<file path="src/rtl/echo_mixer.sv">
// Wet/dry mixer: per lrclk frame, dry*dry_gain + wet*wet_gain (Q1.7) via a bit-serial shift-add multiplier.
// Define ECHO_MIXER_SATURATION_EN to clamp to 16 bits and report clip; otherwise the result wraps.
module echo_mixer #(
    parameter int BITSIZE  = 16,
    parameter int GAINBITS = 8
) (
    input  logic                       bclk,
    input  logic                       reset,
    input  logic                       enable,
    input  logic                       lrclk,
    input  logic signed [BITSIZE-1:0]  dry,
    input  logic signed [BITSIZE-1:0]  wet,
    input  logic        [GAINBITS-1:0] dry_gain,
    input  logic        [GAINBITS-1:0] wet_gain,
    output logic signed [BITSIZE-1:0]  out,
    output logic                       valid,
    output logic                       clip
);

    localparam int ACCW = BITSIZE + GAINBITS + 2;
    localparam int RESW = ACCW - 7;
    localparam int CNTW = $clog2(GAINBITS);

    typedef enum logic [2:0] {
        IDLE,
        LATCH,
        MUL_DRY,
        MUL_WET,
        SUM,
        OUT
    } state_t;

    state_t                    state, next_state;
    logic                      lrclk_q;
    logic                      frame_start;
    logic signed [BITSIZE-1:0] dry_r, wet_r;
    logic [GAINBITS-1:0]       dry_gain_r, wet_gain_r;
    logic                      enable_r;
    logic signed [ACCW-1:0]    acc;
    logic [CNTW-1:0]           bit_cnt;
    logic                      last_bit;
    logic signed [BITSIZE-1:0] mul_sample;
    logic                      mul_bit;
    logic signed [ACCW-1:0]    addend;

    assign frame_start = lrclk & ~lrclk_q;
    assign last_bit    = (bit_cnt == CNTW'(GAINBITS - 1));

    // NOTE: every variable gets a default at the top of always_comb so no path can infer a latch.
    always_comb begin
        next_state = state;
        case (state)
            IDLE:    if (frame_start) next_state = LATCH;
            LATCH:   next_state = MUL_DRY;
            MUL_DRY: if (last_bit) next_state = MUL_WET;
            MUL_WET: if (last_bit) next_state = SUM;
            SUM:     next_state = OUT;
            OUT:     next_state = IDLE;
            default: next_state = IDLE;
        endcase
    end

    // One partial product per cycle: sign-extended sample shifted by the current gain bit position.
    always_comb begin
        mul_sample = (state == MUL_WET) ? wet_r : dry_r;
        mul_bit    = (state == MUL_WET) ? wet_gain_r[bit_cnt] : dry_gain_r[bit_cnt];
        addend     = '0;
        if (mul_bit)
            addend = {{(ACCW - BITSIZE){mul_sample[BITSIZE-1]}}, mul_sample} <<< bit_cnt;
    end

`ifdef ECHO_MIXER_SATURATION_EN
    logic sat_hi, sat_lo;
    assign sat_hi = ~acc[RESW-1] & (|acc[RESW-2:BITSIZE-1]);
    assign sat_lo =  acc[RESW-1] & ~(&acc[RESW-2:BITSIZE-1]);
`else
    assign clip = 1'b0;
`endif

    // NOTE: sequential state uses non-blocking assignments so all registers update from pre-edge values.
    always_ff @(posedge bclk or posedge reset) begin
        if (reset) begin
            state      <= IDLE;
            lrclk_q    <= 1'b1;  // a high lrclk at reset release must not look like an edge
            dry_r      <= '0;
            wet_r      <= '0;
            dry_gain_r <= '0;
            wet_gain_r <= '0;
            enable_r   <= 1'b0;
            acc        <= '0;
            bit_cnt    <= '0;
            out        <= '0;
            valid      <= 1'b0;
`ifdef ECHO_MIXER_SATURATION_EN
            clip       <= 1'b0;
`endif
        end else begin
            state   <= next_state;
            lrclk_q <= lrclk;
            valid   <= 1'b0;
            case (state)
                LATCH: begin
                    dry_r      <= dry;
                    wet_r      <= wet;
                    dry_gain_r <= dry_gain;
                    wet_gain_r <= wet_gain;
                    enable_r   <= enable;
                    acc        <= '0;
                    bit_cnt    <= '0;
                end
                MUL_DRY, MUL_WET: begin
                    acc     <= acc + addend;
                    bit_cnt <= bit_cnt + 1'b1;
                end
                SUM: acc <= acc >>> 7;
                OUT: begin
                    valid <= 1'b1;
                    if (!enable_r) begin
                        out <= dry_r;
`ifdef ECHO_MIXER_SATURATION_EN
                        clip <= 1'b0;
`endif
                    end else begin
`ifdef ECHO_MIXER_SATURATION_EN
                        if (sat_hi) begin
                            out  <= {1'b0, {(BITSIZE - 1){1'b1}}};
                            clip <= 1'b1;
                        end else if (sat_lo) begin
                            out  <= {1'b1, {(BITSIZE - 1){1'b0}}};
                            clip <= 1'b1;
                        end else begin
                            out  <= acc[BITSIZE-1:0];
                            clip <= 1'b0;
                        end
`else
                        out <= acc[BITSIZE-1:0];
`endif
                    end
                end
                default: ;
            endcase
        end
    end

endmodule

</file>
<file path="config.mk">
export PLATFORM = sky130hd
export DESIGN_NAME = echo_mixer
export DESIGN_NICKNAME = d
export VERILOG_FILES = /design/src/rtl/echo_mixer.sv
export SDC_FILE = /design/constraint.sdc
export NUM_CORES = 1
export LEC_CHECK = 0
export BUFFER_PORTS_ARGS = -buffer_cell sky130_fd_sc_hd__buf_4
export CAP_MARGIN = 20
export CORE_ASPECT_RATIO = 2
export CORE_MARGIN = 3
export CORE_UTILIZATION = 64
export CTS_CLUSTER_SIZE = 16
export DETAILED_ROUTE_END_ITERATION = 7
export PLACE_DENSITY = 0.95
export SETUP_SLACK_MARGIN = 0.02
export SLEW_MARGIN = 25
export SYNTH_ARGS = -nofsm -noshare
export SYNTH_HDL_FRONTEND = slang
export SYNTH_SLANG_ARGS = --single-unit
</file>
<file path="constraint.sdc">
create_clock -name bclk -period 12.5 [get_ports bclk]
set_input_delay 0.625 -clock bclk [delete_from_list [all_inputs] [get_ports bclk]]
set_output_delay 0.625 -clock bclk [all_outputs]
set_load 0.1 [all_outputs]
</file>
# == Word level (Yosys, flattened, before mapping) ==
# Index checks and enable logic that the tools add are counted.
# totals
ff_bits,99
latchBits,0
ramBits,0
mem_bits_ro,0
in_bits,52
output_inout_bits,18
wordCells,49
mem_count,0
# op_classes
add_sub_neg,2
multipliers,0
div_mod_pow,0
n_lt_le_gt_ge,1
eq_ne,9
shifts,1
mux,15
n_bitwise,3
n_reduce_logical,6
# ops
op,n
$pmux W26 S3,1
$mux W16,2
$add A26 B26 Y26,1
$mux W26,1
$sshl A26 B3 Y26,1
$pmux W3 S5,1
$eq A3 B3 Y1 const B,3
$mux W3,3
$bmux W1 S3,2
$eq A3 B2 Y1 const B,2
$ne A2 B2 Y1 const B,3
$pmux W3 S2,1
$lt A3 B4 Y1 const B,1
$mux W1,4
$add A3 B1 Y3 const B,1
$eq A3 B1 Y1 const B,1
$logic_not A3 Y1,1
$reduce_and A3 Y1,1
$reduce_bool A3 Y1,1
$not A1 Y1,2
$reduce_and A2 Y1,1
$reduce_bool A2 Y1,1
$reduce_or A2 Y1,1
$and A1 B1 Y1,1

# == Longest topological paths before layout ==
# depth
depth_word,6
depth_mapped,19
ltp_nobuf,17

# == Worst setup path before layout ==
# OpenSTA, ideal clock, no wires.
# synth_path
path_type,reg2reg
start,reg bit_cnt[0]
end,reg acc[25]
setup_time_ns,0.101
arrival_ns,3.821
required_ns,12.399
setup_slack_ns,8.578
path_stages_with_launch,16
path_buffers,2
synth_period_minus_slack_ns,3.922
cell_sequence,dfrtp_1 -> buf_2 -> mux4_2 -> mux4_2 -> nand2b_1 -> buf_2 -> nor2_1 -> ha_1 -> and2_1 -> a221oi_1 -> a21o_1 -> a31oi_1 -> a221oi_1 -> xor2_1 -> nand3_1 -> o311ai_2
# synth_between
elab_chain_len,6
word_cells_on_any_way,9
classes_between,add/sub: 1; shift: 1; mux: 7
# synth_lines
element,line_no,rtl
from (decl),40,logic [CNTW-1:0] bit_cnt;
from (signal assigned),113,bit_cnt <= bit_cnt + 1'b1;
$bmux W1 S3,66,mul_bit = (state == MUL_WET) ? wet_gain_r[bit_cnt] : dry_gain_r[bit_cnt];
$mux W1 (not written as such),66,
$mux W1,66,
$mux W26 (*),68,if (mul_bit)
$add A26 B26 Y26 (*),112,acc <= acc + addend;
$pmux W26 S3 (*),101,case (state)
to (signal assigned),112,
to (signal assigned),115,SUM: acc <= acc >>> 7;
to (decl),39,logic signed [ACCW-1:0] acc;
# Every way passes the cells marked *; elsewhere a longest branch is shown, timed or not. The select of a mux whose other input is x is not followed.
# A chain may end at the register's enable or synchronous reset.

# == Final worst setup path ==
# layout_path
start,reg state[1]
end,reg acc[20]
# layout_between
elab_chain_len,6
word_cells_on_any_way,12
classes_between,add/sub: 1; eq/ne: 4; shift: 1; mux: 4; reduce/logical: 2
# layout_lines
element,line_no,rtl
from (decl),33,"state_t state, next_state;"
from (signal assigned),98,state <= next_state;
$eq A3 B2 Y1,"65, 66, 101",
$mux W16,65,mul_sample = (state == MUL_WET) ? wet_r : dry_r;
$sshl A26 B3 Y26,69,"addend = {{(ACCW - BITSIZE){mul_sample[BITSIZE-1]}}, mul_sample} <<< bit_cnt;"
$mux W26,68,
$add A26 B26 Y26,112,
$pmux W26 S3,101,
# Parallel ways exist; a longest one is shown, timed or not.

==> Flow_metrics.wiki <==
{| class="wikitable"
! Metric !! Value
|-
| Outcome || finished, final reports clean
|-
| CTS tree || yes
|-
| Cells resized by post-CTS repair || 0
|-
| WL met1 || 5823 µm
|-
| Proportion of register bits with asynchronous set or reset after synthesis || 100.0%
|-
| Starting Density || 65.92%
|-
| Critical Path End Type || flip-flop
|-
| Clk_lat worst skew || 0.35 ns
|-
| Period Utilization, post-route || 43.14%
|-
| Number of flops mapped to enable cells by yosys || 0
|-
| Antenna Diode Count || 0
|-
| Maximum Capacitance Violations || 0
|-
| Met2 routed wirelength || 9606 µm
|-
| Post-Syn Instances || 602
|-
| Wire length of the first global-routing pass || 28,320 µm
|-
| Via count of the first global-routing pass || 5,427
|-
| Maximum buffer depth of the clock tree || 2
|-
| Number of top-level pins || 70
|-
| Final net count || 728
|-
| Setup repair after global routing missed its margin || no
|-
| Number of buffers inserted for hold repair after clock tree synthesis || 0
|-
| Aggregate global routing overflow || 0
|-
| Clock transition at the registers of the reported paths || 0.07 ns
|-
| Avg Synthesized Cell Area || 10.28 µm²
|-
| Uppermost routed layer || met4
|-
| Fraction of the yosys area taken by sequential cells || 40.07%
|-
| Summed instance area of the synthesized netlist || 6186 µm²
|-
| Critical path arrival || 5.65 ns
|-
| Crit Path Class || flip-flop to flip-flop
|-
| Post-CTS Setup Repair Bufs || 0
|-
| Post-synth net total || 682
|-
| Filler Cell Count || 632
|-
| Global router's overall resource usage || 34.64%
|-
| Number of input and output port buffers inserted || 68
|-
| Wire length per cell || 24.02 µm
|-
| DR vias || 5,161
|-
| Main flop type after synthesis || dfrtp_1
|-
| Max Clk Rate || 185.4 MHz
|-
| Area occupied by multi-input gates || 3501 µm²
|-
| Total CTS buffers || 9
|-
| HPWL after DPL || 13,590 µm
|-
| Number of synthesized register bits || 99
|-
| Met3 wire len || 1009 µm
|-
| Count of distinct cell types in the synthesized netlist || 59
|-
| Tmin final || 5.393 ns
|-
| Standard-cell row count || 50
|-
| Antenna violations before repair || 0
|-
| Area growth from synthesis to layout || 13.63%
|-
| Placeable core area || 9384 µm²
|-
| Clock skew after layout || 0.01069 ns
|-
| Final number of max-transition violations || 0
|-
| Area enclosed by the die boundary || 10,950 µm²
|-
| # setup viols final || 0
|-
| Maximum level of the CTS H-tree || 3
|-
| Startpoint class of the critical path || flip-flop
|-
| Number of search-and-repair iterations in the first detailed-routing pass || 6
|-
| Tightest Pin Transition || 0.8873 ns
|-
| Final hold violation count || 0
|-
| Sum of negative setup slack || 0 ns
|-
| Fraction of final layout cells with drive strength greater than 1 || 24.20%
|-
| RD Place Congestion || 0.9814
|-
| Syn. warnings || 0
|-
| Hold WC Path Type || primary input to asynchronous set/reset pin
|-
| Number of DRC violations after detailed routing || 0
|-
| Die Y || 145.0 µm
|-
| Detailed-route vias per instance || 6.818
|-
| Largest net degree at the start of global routing || 59
|-
| Footprint of the flip-flops and latches || 2481 µm²
|-
| Die X || 75.52 µm
|-
| Worst slew margin || 40.84%
|-
| Initial detailed-routing violation count || 471
|-
| ANT nets after route || 0
|-
| Num Clock Sinks || 99
|-
| Clock tree root driver cell || clkbuf_16
|-
| Critical path required time || 12.76 ns
|-
| Largest fanout on the critical path || 18
|-
| Detailed Route WL || 18,180 µm
|}
## state kept, by name (all words and copies together) (netlist names)
register / cells
acc: 26
bit_cnt: 3
dry_gain_r: 8
dry_r: 16
enable_r: 1
lrclk_q: 1
out: 16
state: 3
valid: 1
wet_gain_r: 8
wet_r: 16
## worst max-delay path, stage by stage, from the launching register on
cell and delay [ns]:
dfrtp_1 0.82, nor2b_1 0.55, nand2_2 0.46, mux4_2 0.67, nand2b_1 0.40, o22ai_1 0.23, ha_1 0.42, o21a_1 0.15
o21ai_1 0.07, a2111oi_0 0.65, nand3_1 0.14, o211ai_1 0.23, a21boi_0 0.18, xor2_1 0.17, o21ai_0 0.15
## Yosys cell counts, types with 6 or more instances
master    number  area share, %
dfrtp_1       98             40
mux2i_1       62             10
mux2_2        53            9.6
nand2_1       44            2.7
o21ai_0       44            3.6
a21oi_1       43            3.5
ha_1          27            5.5
clkbuf_1      23            1.4
inv_1         20            1.2
a21o_1        17            2.1
nor2_1        15           0.91
xnor2_1       13            1.8
o22ai_1       12            1.2
and2_1        11            1.1
nand3_1       11           0.89
xor2_1        11            1.6
a222oi_1       8            1.3
a22oi_1        8           0.97
buf_1          6           0.36
## routing by layer
layer,vias up,GRT usage (%)
li1,2308,-
met1,2455,33.59
met2,276,59.36
met3,122,7.490
met4,0,26.71
met5,-,0
## kinds of logic after synthesis
| logic type | Yosys count | synth area share [%] |
|---|---|---|
| DFF | 99 | 40.07 |
| muxes | 120 | 21.50 |
| AOI/OAI and AO/OA | 170 | 17.60 |
| adders and majority gates | 28 | 5.785 |
| xor gates and xnor gates | 24 | 3.398 |
| and+or+nand+nor | 104 | 7.969 |
| other | 1 | 0.06062 |
| buffers and inverters | 56 | 3.620 |
## placed cells by master (no fill, tap or decap), types with 2 or more instances in the layout
master     Yosys  layout
dfrtp_1       98      96
buf_4          2      71
mux2i_1       62      62
mux2_2        53      53
nand2_1       44      44
o21ai_0       44      44
a21oi_1       43      43
ha_1          27      27
inv_1         20      19
a21o_1        17      17
nor2_1        15      15
xnor2_1       13      12
o22ai_1       12      12
and2_1        11      11
xor2_1        11      11
nand3_1       11      10
clkbuf_16      0       9
a222oi_1       8       8
a22oi_1        8       8
o21bai_1       5       5
o21ai_1        5       5
mux4_2         5       5
nand2b_1       4       4
and3_1         4       4
nor2b_1        3       3
a221oi_1       3       3
a31oi_1        3       3
nor3_1         3       3
a22o_1         2       2
a2111oi_0      2       2
a32o_1         2       2
nand4_1        2       2
a221o_1        2       2
dfrtp_2        0       2
clkinv_8       0       2
inv_6          0       2
## metrics by stage
step | setup WS (ns) | hold WS [ns] | area [µm²] | instances | utilization (%)
after global routing | 6.802 | 0.3810 | 7029 | 757 | 74.91
after detailed placement | 7.145 | 0.4719 | 6706 | 741 | 71.47
after floorplan | 8.578 | 0.4752 | 6186 | 602 | -
after global placement | 7.326 | 0.4652 | 6706 | 741 | 71.47
after CTS | 7.116 | 0.3809 | 7014 | 757 | 74.75
final | 7.107 | 0.3639 | 7029 | 757 | 74.91
## area by class of cell
cell class	count	share of cell area, %
clock buffers	10	3.400
inverters	20	1.086
repair buffers	71	7.583
clock inverters	6	0.9790
flip-flops and latches	99	35.30
well taps	104	1.851
multi-input cells	447	49.80
## worst paths after layout
check,slack (ns),cells past startpoint,startpoint,to
max,7.11,14,state[1],acc[20]
min,0.36,2,reset,acc[19]
max reg2reg,7.11,14,state[1],acc[20]
min reg2reg,0.48,2,out[12],out[12]
max in group asynchronous,10.88,3,reset,state[2]
min in group bclk,0.40,1,lrclk,lrclk_q
Power is not shown: default switching activity piles up to over one toggle a cycle in this logic, so the estimate is an artifact.
